**config.mk**
```make
export PLATFORM = sky130hd
export DESIGN_NAME = gpu_command_sequencer
export DESIGN_NICKNAME = d
export VERILOG_FILES = /design/src/rtl/gpu_command_sequencer.sv
export SDC_FILE = /design/constraint.sdc
export NUM_CORES = 1
export LEC_CHECK = 0
export ABC_AREA = 1
export CAP_MARGIN = 10
export CORE_MARGIN = 1
export CORE_UTILIZATION = 41
export CTS_BUF_LIST = sky130_fd_sc_hd__clkbuf_8
export CTS_CLUSTER_DIAMETER = 30
export DETAILED_ROUTE_END_ITERATION = 8
export GPL_TIMING_DRIVEN = 0
export PLACE_DENSITY = 0.68
export SLEW_MARGIN = 15
export SYNTH_ARGS = -nofsm -noshare
export SYNTH_HDL_FRONTEND = slang
export SYNTH_SLANG_ARGS = --single-unit
```
**constraint.sdc**
```tcl
create_clock -name system_clock -period 2.2 [get_ports system_clock]
set_input_delay 0.44 -clock system_clock [delete_from_list [all_inputs] [get_ports system_clock]]
set_output_delay 0.44 -clock system_clock [all_outputs]
set_load 0.01 [all_outputs]
```
**src/rtl/gpu_command_sequencer.sv**
```systemverilog
// Byte-stream command decoder that turns SET_ADDRESS / WRITE / FILL commands into framebuffer
// writes, queued through a small FIFO that yields the memory port to VGA scanout.
module gpu_command_sequencer #(
    parameter int unsigned ADDRESS_WIDTH = 22,
    parameter int unsigned FIFO_DEPTH    = 4
) (
    input  logic                     system_clock,
    input  logic                     reset,
    input  logic                     byte_valid,
    input  logic [7:0]               byte_data,
    input  logic                     byte_is_command,
    input  logic                     vga_read_request,
    output logic                     mem_write_enable,
    output logic [ADDRESS_WIDTH-1:0] mem_address,
    output logic [7:0]               mem_write_data,
    output logic                     busy,
    output logic                     protocol_error,
    output logic                     overflow
);

    localparam int unsigned PtrWidth = $clog2(FIFO_DEPTH);

    typedef enum logic [3:0] {
        StIdle,
        StAddr0,
        StAddr1,
        StAddr2,
        StWrite,
        StFillColor,
        StFillCnt0,
        StFillCnt1,
        StFillRun
    } state_e;

    state_e                   state_q, state_d;
    logic [ADDRESS_WIDTH-1:0] address_q, address_d;
    logic [15:0]              count_q, count_d;
    logic [7:0]               color_q, color_d;
    logic [7:0]               addr_b2_q, addr_b2_d;
    logic [7:0]               addr_b1_q, addr_b1_d;
    logic                     protocol_error_q, protocol_error_d;
    logic                     overflow_q, overflow_d;

    logic [ADDRESS_WIDTH-1:0] fifo_addr_q [FIFO_DEPTH];
    logic [7:0]               fifo_data_q [FIFO_DEPTH];
    logic [PtrWidth-1:0]      wr_ptr_q, rd_ptr_q;
    logic [PtrWidth:0]        fill_q;

    logic       fifo_empty, fifo_full, pop, push_ready, push;
    logic [7:0] push_data;

    assign fifo_empty = (fill_q == '0);
    assign fifo_full  = (fill_q == (PtrWidth + 1)'(FIFO_DEPTH));
    // VGA owns the port outright; the head is popped on the same edge it is presented.
    assign pop        = !fifo_empty && !vga_read_request;
    assign push_ready = !fifo_full || pop;

    assign mem_write_enable = pop;
    assign mem_address      = fifo_addr_q[rd_ptr_q];
    assign mem_write_data   = fifo_data_q[rd_ptr_q];
    assign busy             = !fifo_empty || (state_q == StFillRun);
    assign protocol_error   = protocol_error_q;
    assign overflow         = overflow_q;

    always_comb begin
        state_d          = state_q;
        address_d        = address_q;
        count_d          = count_q;
        color_d          = color_q;
        addr_b2_d        = addr_b2_q;
        addr_b1_d        = addr_b1_q;
        protocol_error_d = protocol_error_q;
        overflow_d       = overflow_q;
        push             = 1'b0;
        push_data        = 8'h00;

        if (byte_valid && byte_is_command) begin
            // Any command aborts the running sequence, including a fill in progress.
            count_d = '0;
            case (byte_data)
                8'h01:   state_d = StAddr0;
                8'h02:   state_d = StWrite;
                8'h03:   state_d = StFillColor;
                8'h04: begin
                    state_d          = StIdle;
                    protocol_error_d = 1'b0;
                    overflow_d       = 1'b0;
                end
                default: begin
                    state_d          = StIdle;
                    protocol_error_d = 1'b1;
                end
            endcase
        end else begin
            case (state_q)
                StIdle: begin
                    if (byte_valid) protocol_error_d = 1'b1;
                end
                StAddr0: begin
                    if (byte_valid) begin
                        addr_b2_d = byte_data;
                        state_d   = StAddr1;
                    end
                end
                StAddr1: begin
                    if (byte_valid) begin
                        addr_b1_d = byte_data;
                        state_d   = StAddr2;
                    end
                end
                StAddr2: begin
                    if (byte_valid) begin
                        address_d = ADDRESS_WIDTH'({addr_b2_q, addr_b1_q, byte_data});
                        state_d   = StIdle;
                    end
                end
                StWrite: begin
                    if (byte_valid) begin
                        if (push_ready) begin
                            push      = 1'b1;
                            push_data = byte_data;
                            address_d = address_q + ADDRESS_WIDTH'(1);
                        end else begin
                            overflow_d = 1'b1;
                        end
                    end
                end
                StFillColor: begin
                    if (byte_valid) begin
                        color_d = byte_data;
                        state_d = StFillCnt0;
                    end
                end
                StFillCnt0: begin
                    if (byte_valid) begin
                        count_d[15:8] = byte_data;
                        state_d       = StFillCnt1;
                    end
                end
                StFillCnt1: begin
                    if (byte_valid) begin
                        count_d = {count_q[15:8], byte_data};
                        state_d = ({count_q[15:8], byte_data} == 16'h0000) ? StIdle : StFillRun;
                    end
                end
                StFillRun: begin
                    if (byte_valid) protocol_error_d = 1'b1;
                    // A full FIFO simply stalls the fill; nothing is lost.
                    if (push_ready) begin
                        push      = 1'b1;
                        push_data = color_q;
                        address_d = address_q + ADDRESS_WIDTH'(1);
                        count_d   = count_q - 16'd1;
                        if (count_q == 16'd1) state_d = StIdle;
                    end
                end
                default: state_d = StIdle;
            endcase
        end
    end

    always_ff @(posedge system_clock or negedge reset) begin
        if (!reset) begin
            state_q          <= StIdle;
            address_q        <= '0;
            count_q          <= '0;
            color_q          <= '0;
            addr_b2_q        <= '0;
            addr_b1_q        <= '0;
            protocol_error_q <= 1'b0;
            overflow_q       <= 1'b0;
        end else begin
            state_q          <= state_d;
            address_q        <= address_d;
            count_q          <= count_d;
            color_q          <= color_d;
            addr_b2_q        <= addr_b2_d;
            addr_b1_q        <= addr_b1_d;
            protocol_error_q <= protocol_error_d;
            overflow_q       <= overflow_d;
        end
    end

    always_ff @(posedge system_clock or negedge reset) begin
        if (!reset) begin
            wr_ptr_q <= '0;
            rd_ptr_q <= '0;
            fill_q   <= '0;
            for (int i = 0; i < FIFO_DEPTH; i++) begin
                fifo_addr_q[i] <= '0;
                fifo_data_q[i] <= '0;
            end
        end else begin
            if (push) begin
                fifo_addr_q[wr_ptr_q] <= address_q;
                fifo_data_q[wr_ptr_q] <= push_data;
                wr_ptr_q              <= wr_ptr_q + PtrWidth'(1);
            end
            if (pop) rd_ptr_q <= rd_ptr_q + PtrWidth'(1);
            case ({push, pop})
                2'b10:   fill_q <= fill_q + (PtrWidth + 1)'(1);
                2'b01:   fill_q <= fill_q - (PtrWidth + 1)'(1);
                default: fill_q <= fill_q;
            endcase
        end
    end

endmodule

```
# After elaboration in Yosys (flattened, before gate mapping)
# Cells that the tools add are included.
# totals
reg_bits,193
latchBits,0
ram_bits,0
romBits,0
in_bits,13
out_inout_bits,34
elab_cells,146
n_memories,0
# classes
add_sub_neg,6
n_mul,0
div_mod_pow,0
n_lt_le_gt_ge,3
n_eq_ne,31
n_shift,0
mux,53
bitwise_logic,3
n_reduce_logical,30
# ops
op,n
$mux 22,6
$bwmux 88,1
$mux 8,9
$pmux 22 s3,1
$bmux 22 s2,1
$demux 22 s2,1
$mux 4,10
$bwmux 32,1
$mux 16,2
$pmux 4 s8,1
$pmux 8 s2,2
$pmux 8 s3,1
$add 22x1->22 const B,1
$ne 3x3->1 const B,6
$bmux 8 s2,1
$demux 8 s2,1
$eq 16x1->1 const B,1
$eq 4x3->1 const B,4
$eq 8x2->1 const B,2
$logic_not 16->1,1
$sub 16x1->16 const B,1
$reduce_and 3->1,5
$reduce_and 4->1,3
$mux 1,11
32 further kinds,53

# Logic depth before layout (Yosys ltp)
# logic_depth
ltp_word,10
ltp_mapped,13
mapped_depth_nobuf,13

# Worst setup path after synthesis
# Ideal clock, no wire load.
# synth_path
path_kind,reg-to-reg
from,reg fill_q[1]
to,reg fill_q[2]
setup_time_ns,0.131
arrival_time_ns,1.944
t_required_ns,2.069
path_slack_ns,0.125
stages_incl_launch_ff,12
n_path_buf,0
synth_period_minus_slack_ns,2.075
cell_sequence,dfrtp_1 nor2_1 nand3_1 inv_1 nor2_4 nand2_1 ha_1 inv_1 fa_1 a21oi_1 o21ai_0 xor2_1
# synth_via
elab_chain_len,10
elab_cells_between_ends,16
classes_between,add/sub (2); eq/ne (3); mux (5); reduce/logical (6)
# synth_lines
item,line_no,rtl
from (decl),47,logic [PtrWidth:0] fill_q;
from (signal assigned),201,2'b10: fill_q <= fill_q + (PtrWidth + 1)'(1);
from (signal assigned),202,2'b01: fill_q <= fill_q - (PtrWidth + 1)'(1);
from (signal assigned),203,default: fill_q <= fill_q;
$logic_not 3->1,52,assign fifo_empty = (fill_q == '0);
$logic_not 1->1,55,assign pop = !fifo_empty && !vga_read_request;
$logic_and 1x1->1,55,
$logic_or 1x1->1,56,assign push_ready = !fifo_full || pop;
$mux 1,"119, 149",
$mux 1,118,if (byte_valid) begin
$pmux 1 s2,95,case (state_q)
$mux 1,77,if (byte_valid && byte_is_command) begin
$eq 2x1->1 or $eq 2x2->1 (tied branches),200,"case ({push, pop})"
$pmux 3 s2 or $reduce_bool 2->1 (tied branches),-,
# Parallel ways exist; a longest one is shown, timed or not.
# A chain may end at the register's enable or synchronous reset.

# Worst setup path after layout
# layout_path
from,reg rd_ptr_q[0]
to,out mem_write_data[6]
# layout_via
elab_chain_len,4
# layout_lines
item,line_no,rtl
from (decl),46,"logic [PtrWidth-1:0] wr_ptr_q, rd_ptr_q;"
from (signal assigned),199,if (pop) rd_ptr_q <= rd_ptr_q + PtrWidth'(1);
$not 2->3 (not written as such),60,assign mem_write_data = fifo_data_q[rd_ptr_q];
$bmux 8 s2,60,
$mux 8 (not written as such) (2 in a row),60,
to (decl),15,"output logic [7:0] mem_write_data,"
# No other way between the ends. The select of a mux whose other input is x is not followed.

==> flow_metrics.py <==
metrics = {
    "min_path": {
        "holdPathStages": 2,
        "hold_end": "fifo_data_q[14]$_DFFE_PN0P_",
        "holdCritPathClass": "flip-flop to flip-flop",
        "min_from": "fifo_data_q[14]$_DFFE_PN0P_",
    },
    "finish": {
        "mostFrequentLayoutCells": "nand2_1 (382), dfrtp_1 (189), o21ai_0 (156)",
        "fill_cells": 2300,
        "nNetsFinal": 1380,
        "diodes": 0,
        "layout_commonest_cell": "nand2_1",
        "drive_above_1_share_pct": 14.4,
        "final_core_util_pct": 49.1,
        "areaGrowthSynthToFinish_pct": 17.0,
    },
    "synthesis": {
        "synthDistinctLibCells": 30,
        "ys_seq_area_share_pct": 49.1,
        "syn_nets": 1301,
        "ys_ff_latch": 193,
        "syn_area_um2": 9840,
        "synthCells": 1279,
        "syn_avg_cell_area_um2": 7.69,
        "synth_warnings": 0,
    },
    "die": {
        "die_w_um": 157,
        "io_pins": 47,
        "die_area_um2": 24600,
        "die_h_um": 157,
        "initial_core_util_pct": 41.9,
        "core_area_um2": 23500,
        "num_rows": 56,
    },
    "timing": {
        "rsz0062_at_grt": "yes",
        "slew_headroom_pct": 51.1,
        "min_period_over_period_pct": 100,
        "hold_viol_final": 0,
        "setup_viol": 1,
        "worst_slew_pin_slew_ns": 0.733,
        "post-route-min-period_ns": 2.20,
        "setup_ws_ns": -0.00381,
        "final-max-slew-violation-count": 0,
        "fin_skew_ns": 0.0240,
        "max_freq_mhz": 454,
    },
    "critical_path": {
        "crit_required_ns": 1.76,
        "start_kind": "flip-flop",
        "r2r-start": "fill_q[1]$_DFFE_PN0P_",
        "worstPathArrival_ns": 1.76,
        "critPathMaxFanout": 10,
        "cp-end-kind": "output pin",
        "ff2ff_path_depth": 11,
        "r2r_slack_ns": 0.07,
        "r2r-end": "fill_q[2]$_DFFE_PN0P_",
        "crit_type": "flip-flop to output pin",
    },
    "power": {
        "seqPwrFrac_pct": 39.5,
        "clkPwrFrac_pct": 19.6,
        "p_sw_uw": 5060,
        "p_leak_uw": 0.00526,
        "switching_share_pct": 41.2,
        "p_per_area_nw_per_um2": 1070,
        "power_frac_comb_pct": 41.0,
        "internal_power_uw": 7230,
        "ir_worst_vdd_uv": 460,
    },
    "routing": {
        "ant_nets": 0,
        "drt_iter0_markers": 705,
        "drt_pass1_iterations": 7,
        "wire_per_inst_um": 16.2,
        "viasPerCell": 5.24,
        "vias": 8854,
        "drc": 0,
        "wl_um": 27400,
    },
    "global_routing": {
        "first_global_vias": 8530,
        "grt_remaining_overflow": 0,
        "grtUsageTotal_pct": 23.5,
        "grt_pass1_wl_um": 44700,
        "antenna_found_initial": 1,
        "grt_max_degree": 103,
    },
    "clocking": {
        "cts_buffers": 17,
        "insertion_delay_ns": 0.49,
        "clk_path_buf_depth": 2,
        "clk_pin_slew_ns": 0.10,
        "cts_root_buffer": "clkbuf_8",
        "cts_sinks": 193,
        "htree_levels": 4,
        "cts_tree": "yes",
    },
    "place": {
        "io_buffers": 46,
        "dp_slack_ns": -0.635,
        "gp_routability_congestion": 0.887,
        "hpwl_um": 19000,
    },
    "outcome": {
        "failed_checks": "negative setup slack",
        "outcome": "complete, but fails checks",
    },
    "run": {
        "drv_cap": 0,
    },
}
## critical path, stage by stage, from the launching register on
cell and delay, ns:
dfrtp_2 0.48, buf_4 0.16, clkbuf_16 0.15, o21ai_0 0.08, o22ai_1 0.24, buf_2 0.18
## metal layers
metal | up-vias | routed length (um) | global-route usage [%]
li1 | 4333 | - | -
met1 | 4272 | 12800 | 32.3
met2 | 207 | 13000 | 38.1
met3 | 42 | 1190 | 3.63
met4 | 0 | 541 | 7.28
met5 | - | 0 | 0
## area by class of cell
cell class / count / area [um2] / area share, %
sequential: 193 / 4830 / 42.0
tap: 319 / 399 / 3.47
inverter: 82 / 313 / 2.72
timing repair buffer: 61 / 485 / 4.22
clock buffer: 17 / 234 / 2.03
multi-input combinational: 942 / 4520 / 39.2
buffer: 61 / 553 / 4.80
clock inverter: 15 / 181 / 1.58
## cells in the mapped netlist
cell type	n	area share, %
xor2_1	4	0.36
nand4_1	7	0.45
nand3_4	5	0.89
or2_2	2	0.13
nor2_2	1	0.064
a21oi_1	12	0.61
nand2_4	4	0.46
nor2_1	146	5.6
inv_1	78	3.0
o21ai_0	206	10
nand3_1	84	4.3
o22ai_1	30	1.9
o21ai_1	28	1.4
buf_2	15	0.76
clkinv_1	1	0.038
o21bai_1	1	0.076
clkbuf_1	32	1.2
nand3b_1	4	0.31
ha_1	8	1.0
xnor2_1	1	0.089
dfrtp_1	193	49
nand2_2	2	0.13
nand2_1	384	15
nor3_1	3	0.15
o21ai_2	5	0.45
inv_2	3	0.11
buf_4	1	0.076
buf_6	14	1.6
fa_1	1	0.20
nor2_4	4	0.46
## state kept, by name (all words and copies together), names as in the netlist
register        flops
fifo_data_q        32
rd_ptr_q            2
color_q             8
count_q            16
fill_q              3
addr_b2_q           6
addr_b1_q           8
address_q          22
protocol_error      1
state_q             4
wr_ptr_q            2
overflow            1
fifo_addr_q        88
## how the worst max path moves through the flow
| stage | from | end | slack, ns |
|---|---|---|---|
| floorplan | fill_q[1]$_DFFE_PN0P_ | fill_q[2]$_DFFE_PN0P_ | 0.13 |
| global placement | reset | address_q[17]$_DFFE_PN0P_ | -7.55 |
| detailed placement | byte_valid | fill_q[2]$_DFFE_PN0P_ | -0.63 |
| CTS | rd_ptr_q[0]$_DFFE_PN0P_ | mem_address[13] | -0.02 |
| global route | fill_q[1]$_DFFE_PN0P_ | fill_q[2]$_DFFE_PN0P_ | -0.09 |
| finish | rd_ptr_q[0]$_DFFE_PN0P_ | mem_write_data[6] | -0.004 |
## stage by stage
stage | cell area, um2 | hold slack, ns | setup TNS, ns | total power, uW | std cells
2_1_floorplan | 9840 | 0.144 | 0 | 7390 | 1279
4_1_cts | 11400 | 0.492 | -0.0426 | 12100 | 1689
3_5_place_dp | 10700 | 0.461 | -26.00 | 9350 | 1645
5_1_grt | 11500 | 0.506 | -0.510 | 13100 | 1690
3_3_place_gp | 10700 | 0.458 | -1477.79 | 9250 | 1644
6_report | 11500 | 0.492 | -0.00381 | 12300 | 1690
## repair_timing
item	in CTS	in global routing
endpoints found under the setup margin	34	33
cloned	1	0
buffers inserted	11	1
resized for setup	229	47
hold buffers	1	0
hold endpoints to repair	84	0
pin swaps	14	9
## power groups by stage
stage                     Combinational (uW)  Sequential [uW]  Clock, uW
after floorplan                         2670             4710          0
after CTS                               4860             4820       2440
after global routing                    5560             4950       2590
after global placement                  4410             4840          0
final                                   5040             4850       2400
after detailed placement                4500             4850          0
## logic make-up (layout without fill, tap and decap cells)
| group | Yosys count | in the layout | synth area share, % |
|---|---|---|---|
| XOR/XNOR | 5 | 5 | 0.445 |
| AND/OR/NAND/NOR | 646 | 646 | 27.5 |
| AO/OA/AOI/OAI | 282 | 282 | 14.9 |
| buffers and inverters | 144 | 236 | 6.79 |
| flip-flops | 193 | 193 | 49.1 |
| adder cells (fa/ha/maj) | 9 | 9 | 1.22 |
Power figures use the tool's default switching activity.
